## config.mk

```make
export PLATFORM = sky130hd
export DESIGN_NAME = sram_axi_bridge
export DESIGN_NICKNAME = d
export VERILOG_FILES = /design/src/rtl/sram_axi_bridge_pkg.sv /design/src/rtl/sram_axi_bridge_size_dec.sv /design/src/rtl/sram_axi_bridge.sv
export SDC_FILE = /design/constraint.sdc
export NUM_CORES = 1
export LEC_CHECK = 0
export ABC_AREA = 0
export CORE_MARGIN = 8
export CORE_UTILIZATION = 37
export DETAILED_ROUTE_END_ITERATION = 10
export PLACE_DENSITY = 0.78
export SYNTH_ARGS = -nofsm -noshare
export SYNTH_HDL_FRONTEND = slang
export SYNTH_SLANG_ARGS = --single-unit
```

## constraint.sdc

```tcl
create_clock -name clk -period 1.7 [get_ports clk]
set_input_delay 0.34 -clock clk [delete_from_list [all_inputs] [get_ports clk]]
set_output_delay 0.34 -clock clk [all_outputs]
set_load 0.02 [all_outputs]
```

## src/rtl/sram_axi_bridge_pkg.sv

```systemverilog
`default_nettype none
// ============================================================================
// Module      : sram_axi_bridge_pkg
// Description : Shared FSM encoding, AXI size codes, kseg remap constants and
//               request record for the SRAM-to-AXI bridge.
// Revision    : 1.0 - initial release
// ============================================================================
package sram_axi_bridge_pkg;

    localparam logic [2:0] c_ST_IDLE    = 3'd0;
    localparam logic [2:0] c_ST_RD_ADDR = 3'd1;
    localparam logic [2:0] c_ST_RD_DATA = 3'd2;
    localparam logic [2:0] c_ST_WR_ADDR = 3'd3;
    localparam logic [2:0] c_ST_WR_RESP = 3'd4;

    localparam logic [2:0] c_SIZE_BYTE = 3'd0;
    localparam logic [2:0] c_SIZE_HALF = 3'd1;
    localparam logic [2:0] c_SIZE_WORD = 3'd2;

    // kseg0 (100) and kseg1 (101) share the top two bits 2'b10
    localparam logic [1:0] c_KSEG_HI_MATCH = 2'b10;
    localparam logic [2:0] c_KSEG_HI_CLR   = 3'b000;

    typedef enum logic {
        PORT_INST = 1'b0,
        PORT_DATA = 1'b1
    } port_e;

    typedef struct packed {
        logic [31:0] addr;
        logic [3:0]  wen;
        logic [31:0] wdata;
        port_e       port;
    } req_t;

    function automatic logic [31:0] kseg_map(input logic [31:0] addr);
        return (addr[31:30] == c_KSEG_HI_MATCH) ? {c_KSEG_HI_CLR, addr[28:0]} : addr;
    endfunction

endpackage
`default_nettype wire

```

## src/rtl/sram_axi_bridge_size_dec.sv

```systemverilog
`default_nettype none
// ============================================================================
// Module      : sram_axi_size_dec
// Description : Decodes SRAM byte write enables into AXI size and strobes.
// Revision    : 1.0 - initial release
// ============================================================================
module sram_axi_size_dec
    import sram_axi_bridge_pkg::*;
(
    input  logic [3:0] i_wen,
    output logic [2:0] o_size,
    output logic [3:0] o_strb
);

    always_comb begin
        o_size = c_SIZE_BYTE;
        case (i_wen)
            4'b1111:          o_size = c_SIZE_WORD;
            4'b0011, 4'b1100: o_size = c_SIZE_HALF;
            default:          o_size = c_SIZE_BYTE;
        endcase
    end

    assign o_strb = i_wen;

endmodule
`default_nettype wire

```

## src/rtl/sram_axi_bridge.sv

```systemverilog
`default_nettype none
// ============================================================================
// Module      : sram_axi_bridge
// Description : Converts core SRAM inst/data accesses into single-beat AXI
//               transactions, stalling the core until each completes.
//               Optional macro SRAM_AXI_KSEG_MAP_EN folds kseg0/kseg1 to
//               physical addresses on araddr/awaddr.
// Revision    : 1.0 - initial release
// ============================================================================
module sram_axi_bridge
    import sram_axi_bridge_pkg::*;
#(
    parameter int AW = 32,
    parameter int DW = 32
) (
    input  logic          clk,
    input  logic          rst,
    input  logic          inst_sram_en,
    input  logic [AW-1:0] inst_sram_addr,
    output logic [DW-1:0] inst_sram_rdata,
    input  logic          data_sram_en,
    input  logic [3:0]    data_sram_wen,
    input  logic [AW-1:0] data_sram_addr,
    input  logic [DW-1:0] data_sram_wdata,
    output logic [DW-1:0] data_sram_rdata,
    output logic          stallreq,
    output logic [AW-1:0] araddr,
    output logic [2:0]    arsize,
    output logic          arvalid,
    input  logic          arready,
    input  logic [DW-1:0] rdata,
    input  logic          rvalid,
    output logic          rready,
    output logic [AW-1:0] awaddr,
    output logic [2:0]    awsize,
    output logic          awvalid,
    input  logic          awready,
    output logic [DW-1:0] wdata,
    output logic [3:0]    wstrb,
    output logic          wvalid,
    input  logic          wready,
    input  logic          bvalid,
    output logic          bready
);

    logic [2:0]    r_state;
    req_t          r_req;
    logic          r_inst_served;
    logic          r_data_served;
    logic [DW-1:0] r_inst_rdata;
    logic [DW-1:0] r_data_rdata;
    logic          r_aw_done;
    logic          r_w_done;

    logic          w_inst_need;
    logic          w_data_need;
    logic          w_aw_fin;
    logic          w_w_fin;
    logic [AW-1:0] w_bus_addr;

    assign w_inst_need = inst_sram_en & ~r_inst_served;
    assign w_data_need = data_sram_en & ~r_data_served;
    assign stallreq    = rst & (w_data_need | w_inst_need | (r_state != c_ST_IDLE));

`ifdef SRAM_AXI_KSEG_MAP_EN
    assign w_bus_addr = kseg_map(r_req.addr);
`else
    assign w_bus_addr = r_req.addr;
`endif

    assign araddr  = {w_bus_addr[AW-1:2], 2'b00};
    assign arsize  = c_SIZE_WORD;
    assign arvalid = (r_state == c_ST_RD_ADDR);
    assign rready  = (r_state == c_ST_RD_DATA);
    assign awaddr  = w_bus_addr;
    assign awvalid = (r_state == c_ST_WR_ADDR) & ~r_aw_done;
    assign wvalid  = (r_state == c_ST_WR_ADDR) & ~r_w_done;
    assign wdata   = r_req.wdata;
    assign bready  = (r_state == c_ST_WR_RESP);

    // A channel that is still valid completes as soon as its ready is seen
    assign w_aw_fin = r_aw_done | awready;
    assign w_w_fin  = r_w_done  | wready;

    assign inst_sram_rdata = r_inst_rdata;
    assign data_sram_rdata = r_data_rdata;

    sram_axi_size_dec u_size_dec (
        .i_wen  (r_req.wen),
        .o_size (awsize),
        .o_strb (wstrb)
    );

    always_ff @(posedge clk or negedge rst) begin
        if (!rst) begin
            r_state       <= c_ST_IDLE;
            r_req         <= '0;
            r_inst_served <= 1'b0;
            r_data_served <= 1'b0;
            r_inst_rdata  <= '0;
            r_data_rdata  <= '0;
            r_aw_done     <= 1'b0;
            r_w_done      <= 1'b0;
        end else begin
            // The unstalled cycle is when the core consumes the access
            if (!stallreq) begin
                r_inst_served <= 1'b0;
                r_data_served <= 1'b0;
            end
            case (r_state)
                c_ST_IDLE: begin
                    if (w_data_need) begin
                        r_req   <= '{addr: data_sram_addr, wen: data_sram_wen,
                                     wdata: data_sram_wdata, port: PORT_DATA};
                        r_state <= (data_sram_wen == 4'b0000) ? c_ST_RD_ADDR : c_ST_WR_ADDR;
                    end else if (w_inst_need) begin
                        r_req   <= '{addr: inst_sram_addr, wen: 4'b0000,
                                     wdata: 32'd0, port: PORT_INST};
                        r_state <= c_ST_RD_ADDR;
                    end
                end
                c_ST_RD_ADDR: begin
                    if (arready) r_state <= c_ST_RD_DATA;
                end
                c_ST_RD_DATA: begin
                    if (rvalid) begin
                        if (r_req.port == PORT_DATA) begin
                            r_data_rdata  <= rdata;
                            r_data_served <= 1'b1;
                        end else begin
                            r_inst_rdata  <= rdata;
                            r_inst_served <= 1'b1;
                        end
                        r_state <= c_ST_IDLE;
                    end
                end
                c_ST_WR_ADDR: begin
                    if (w_aw_fin && w_w_fin) begin
                        r_aw_done <= 1'b0;
                        r_w_done  <= 1'b0;
                        r_state   <= c_ST_WR_RESP;
                    end else begin
                        if (awready) r_aw_done <= 1'b1;
                        if (wready)  r_w_done  <= 1'b1;
                    end
                end
                c_ST_WR_RESP: begin
                    if (bvalid) begin
                        r_data_served <= 1'b1;
                        r_state       <= c_ST_IDLE;
                    end
                end
                default: r_state <= c_ST_IDLE;
            endcase
        end
    end

endmodule
`default_nettype wire

```

==> results.tsv <==
stage	metric	value	unit
critical_path	path_cells	buf_4 > nor3_4 > a21boi_2 > buf_6	
cells_and_area	multi_input_area	0.00216	sq mm
clocking	cts_sinks	140	
placed_design	dp_hpwl	14500	microns
logic_synthesis	ys_types	38	
logic_synthesis	yosys-top-cells-area	dfrtp_1 (55%), buf_4 (12%), mux2_2 (11%)	
critical_path	slowest_delay	0.44	ns
outcome	violations	negative setup slack	
die	die_w	148	microns
clocking	cts_tree	yes	
sta	fin_hold_ws	0.0347	ns
logic_synthesis	yosysMostFrequentCell	dfrtp_1	
die	core_area	0.0171	sq mm
critical_path	critPathLaunch	r_state[1]	
cells_and_area	fin_util	0.594	
critical_path	crit_fanout	4	
cells_and_area	fin_cells	1019	
critical_path	worstSetupEndpoint	stallreq	
clocking	cts.path.max_buffers	2	
global_routing	grt_pass1_wl	30300	microns
logic_synthesis	ys_ff_latch	140	
logic_synthesis	yosysSeqAreaShare	0.547	
drt	vias	4866	
die	dieArea	0.0218	sq mm
cells_and_area	drive_gt1_frac	0.232	
outcome	status	finished, violations left	
global_routing	grt_max_degree	141	
die	die_y	148	microns
sta	rsz0062_at_grt	true	
sta	hold_violations	0	
critical_path	worst_setup_path_start_kind	flip-flop	
logic_synthesis	synthTopCellsByCount	dfrtp_1 (140), buf_4 (106), mux2_2 (63)	
global_routing	grt_overflow	0	
critical_path	crit_cells	4	
critical_path	critPathKind	reg2out	
power	powerDensity	1980	mW/mm^2
clocking	clk_pin_slew_worst_paths	0.07	ns
drt	vias_per_cell	4.78	
sta	final_max_slew_viol_count	0	
critical_path	r2r-end	inst_sram_rdata[13]	
clocking	cts.root.buffer_cell	clkbuf_16	
drt	drtIter0Drc	216	
critical_path	cp_data_required_time	1.36	ns
clocking	clk_latency	0.42	ns
logic_synthesis	synth_top_area_share	0.547	
sta	slew_headroom	0.497	
sta	final.min_clock_period	1.79	ns
cells_and_area	final_nets	923	
clocking	htree_levels	4	
placed_design	dpl_worst_slack	-0.590	ns
sta	fin_skew	0.0110	ns
critical_path	crit_path_end_kind	primary output	
logic_synthesis	syn_avg_cell_area	12.3	sq um
sta	fmax	559	MHz
drt	routed_wl	20500	microns
logic_synthesis	ys_dominant_reg_cell	dfrtp_1	
job	maxCapViolCount	0	
drt	remaining_drc_errors	0	
clocking	cts_inserted_buffers	17	
hold_path	hold_class	in2async	
die	rows	48	
cells_and_area	antenna_cells	0	
critical_path	rrSetupSlack	-0.07	ns
sta	worst_slack	-0.0892	ns
drt	drt-pass1-iter-count	4	
global_routing	grt_usage	0.178	
critical_path	cp_data_arrival_time	1.45	ns
critical_path	reg2regPathDepth	7	
critical_path	worst-path-buf-inv	2	
die	start_util	0.374	
critical_path	crit_slowest_cell	dfrtp_2	
cells_and_area	regArea	0.00351	sq mm
critical_path	timing.rr.start	r_state[0]	
logic_synthesis	async_flop_share	1.00	
logic_synthesis	synth_edf_count	0	
global_routing	grt_pass1_vias	5204	
cells_and_area	syn_to_final_growth	58.8	%
logic_synthesis	yosysWarningCount	0	
placed_design	placedCellCount	965	
logic_synthesis	synthCells	521	
logic_synthesis	synth_area	0.00640	sq mm
cells_and_area	fill_cells	1425	
critical_path	crit_family	flip-flops	
die	ioPinCount	317	
placed_design	gp_congestion	0.778	
sta	setup_viol	53	
drt	wl_per_cell	20.2	microns
placed_design	numPortBuffers	310	
power	power.leakage	0.00499	uW
global_routing	antenna_found_initial	0	
sta	fin_crit_sh	1.05	
drt	ant_nets	0	
sta	worst_pin_slew	0.755	ns
logic_synthesis	yosys.area.top_type	dfrtp_1	
power	ir_drop	1.09	mV
-- cell type report --
type | count | share of cell area
Timing Repair Buffer | 370 | 0.351
Sequential cell | 140 | 0.345
Multi-Input combinational cell | 251 | 0.212
Clock buffer | 18 | 0.0432
Tap cell | 225 | 0.0277
Clock inverter | 13 | 0.0201
Inverter | 2 | 0.000985
-- kinds of logic after synthesis --
logic type             share of synthesized area
AOI/OAI and AO/OA                         0.0944
buffers and inverters                      0.148
and+or+nand+nor                           0.0471
other                                    0.00117
DFF                                        0.547
muxes                                      0.163
-- state kept, by name (all words and copies together) (netlist names) --
name / count
awaddr: 32
r_state: 3
wdata: 32
inst_sram_rdata: 32
data_sram_rdata: 32
r_aw_done: 1
r_req: 5
r_w_done: 1
r_inst_served: 1
r_data_served: 1
-- power breakdown --
group / switching (uW) / total [uW] / internal [uW] / leakage, uW
logic: 5420 / 10100 / 4710 / 0.00294
registers: 959 / 5880 / 4920 / 0.00173
clock network: 1560 / 4100 / 2540 / 0.000316
-- metal layers --
| metal | vias to the layer above | GRT usage | share of wire |
|---|---|---|---|
| li1 | 2220 | - | - |
| met1 | 2395 | 0.195 | 0.39 |
| met2 | 237 | 0.294 | 0.49 |
| met3 | 14 | 0.101 | 0.12 |
| met4 | 0 | 0.0388 | 0.0084 |
| met5 | - | 0 | 0 |
-- worst min-delay path by stage --
stage                    from                  end  slack [ns]
global placement    awaddr[1]            awaddr[1]        0.46
CTS                       rst  data_sram_rdata[26]        0.07
finish                    rst  data_sram_rdata[26]        0.03
detailed placement  awaddr[0]            awaddr[0]        0.48
floorplan                 rst            awaddr[0]        0.04
global route              rst  inst_sram_rdata[28]        0.09
-- layout by cell type, fill, tap and decap left out, types with 26 or more instances in the layout --
cell,instances
mux2_4,26
a22o_1,36
nand2_1,37
clkdlybuf4s50_1,138
mux2i_1,32
mux2_2,38
o21ai_0,28
buf_4,38
dfrtp_1,138
dlygate4sd2_1,163
-- metrics by stage --
stage | TNS, ns | area, sq um | total power (uW)
2_1_floorplan | -1.97 | 6430 | 12400
3_3_place_gp | -11.44 | 9250 | 16300
3_5_place_dp | -11.74 | 9250 | 16500
4_1_cts | -2.57 | 9980 | 19900
5_1_grt | -7.68 | 10200 | 21200
6_report | -1.95 | 10200 | 20100
-- worst register-to-register path, delay by kind of cell (launching register included) --
family / cells / cell delay (ns)
muxes: 1 / 0.30
DFF: 1 / 0.43
buffers and inverters: 3 / 0.45
and+or+nand+nor: 3 / 0.50
-- what timing repair did --
item	in CTS	in global routing
hold buffers	0	0
pin swaps	5	15
gates cloned	2	4
resized for setup	246	36
setup buffers	14	5
endpoints found under the setup margin	231	69
Power figures use the tool's default switching activity.
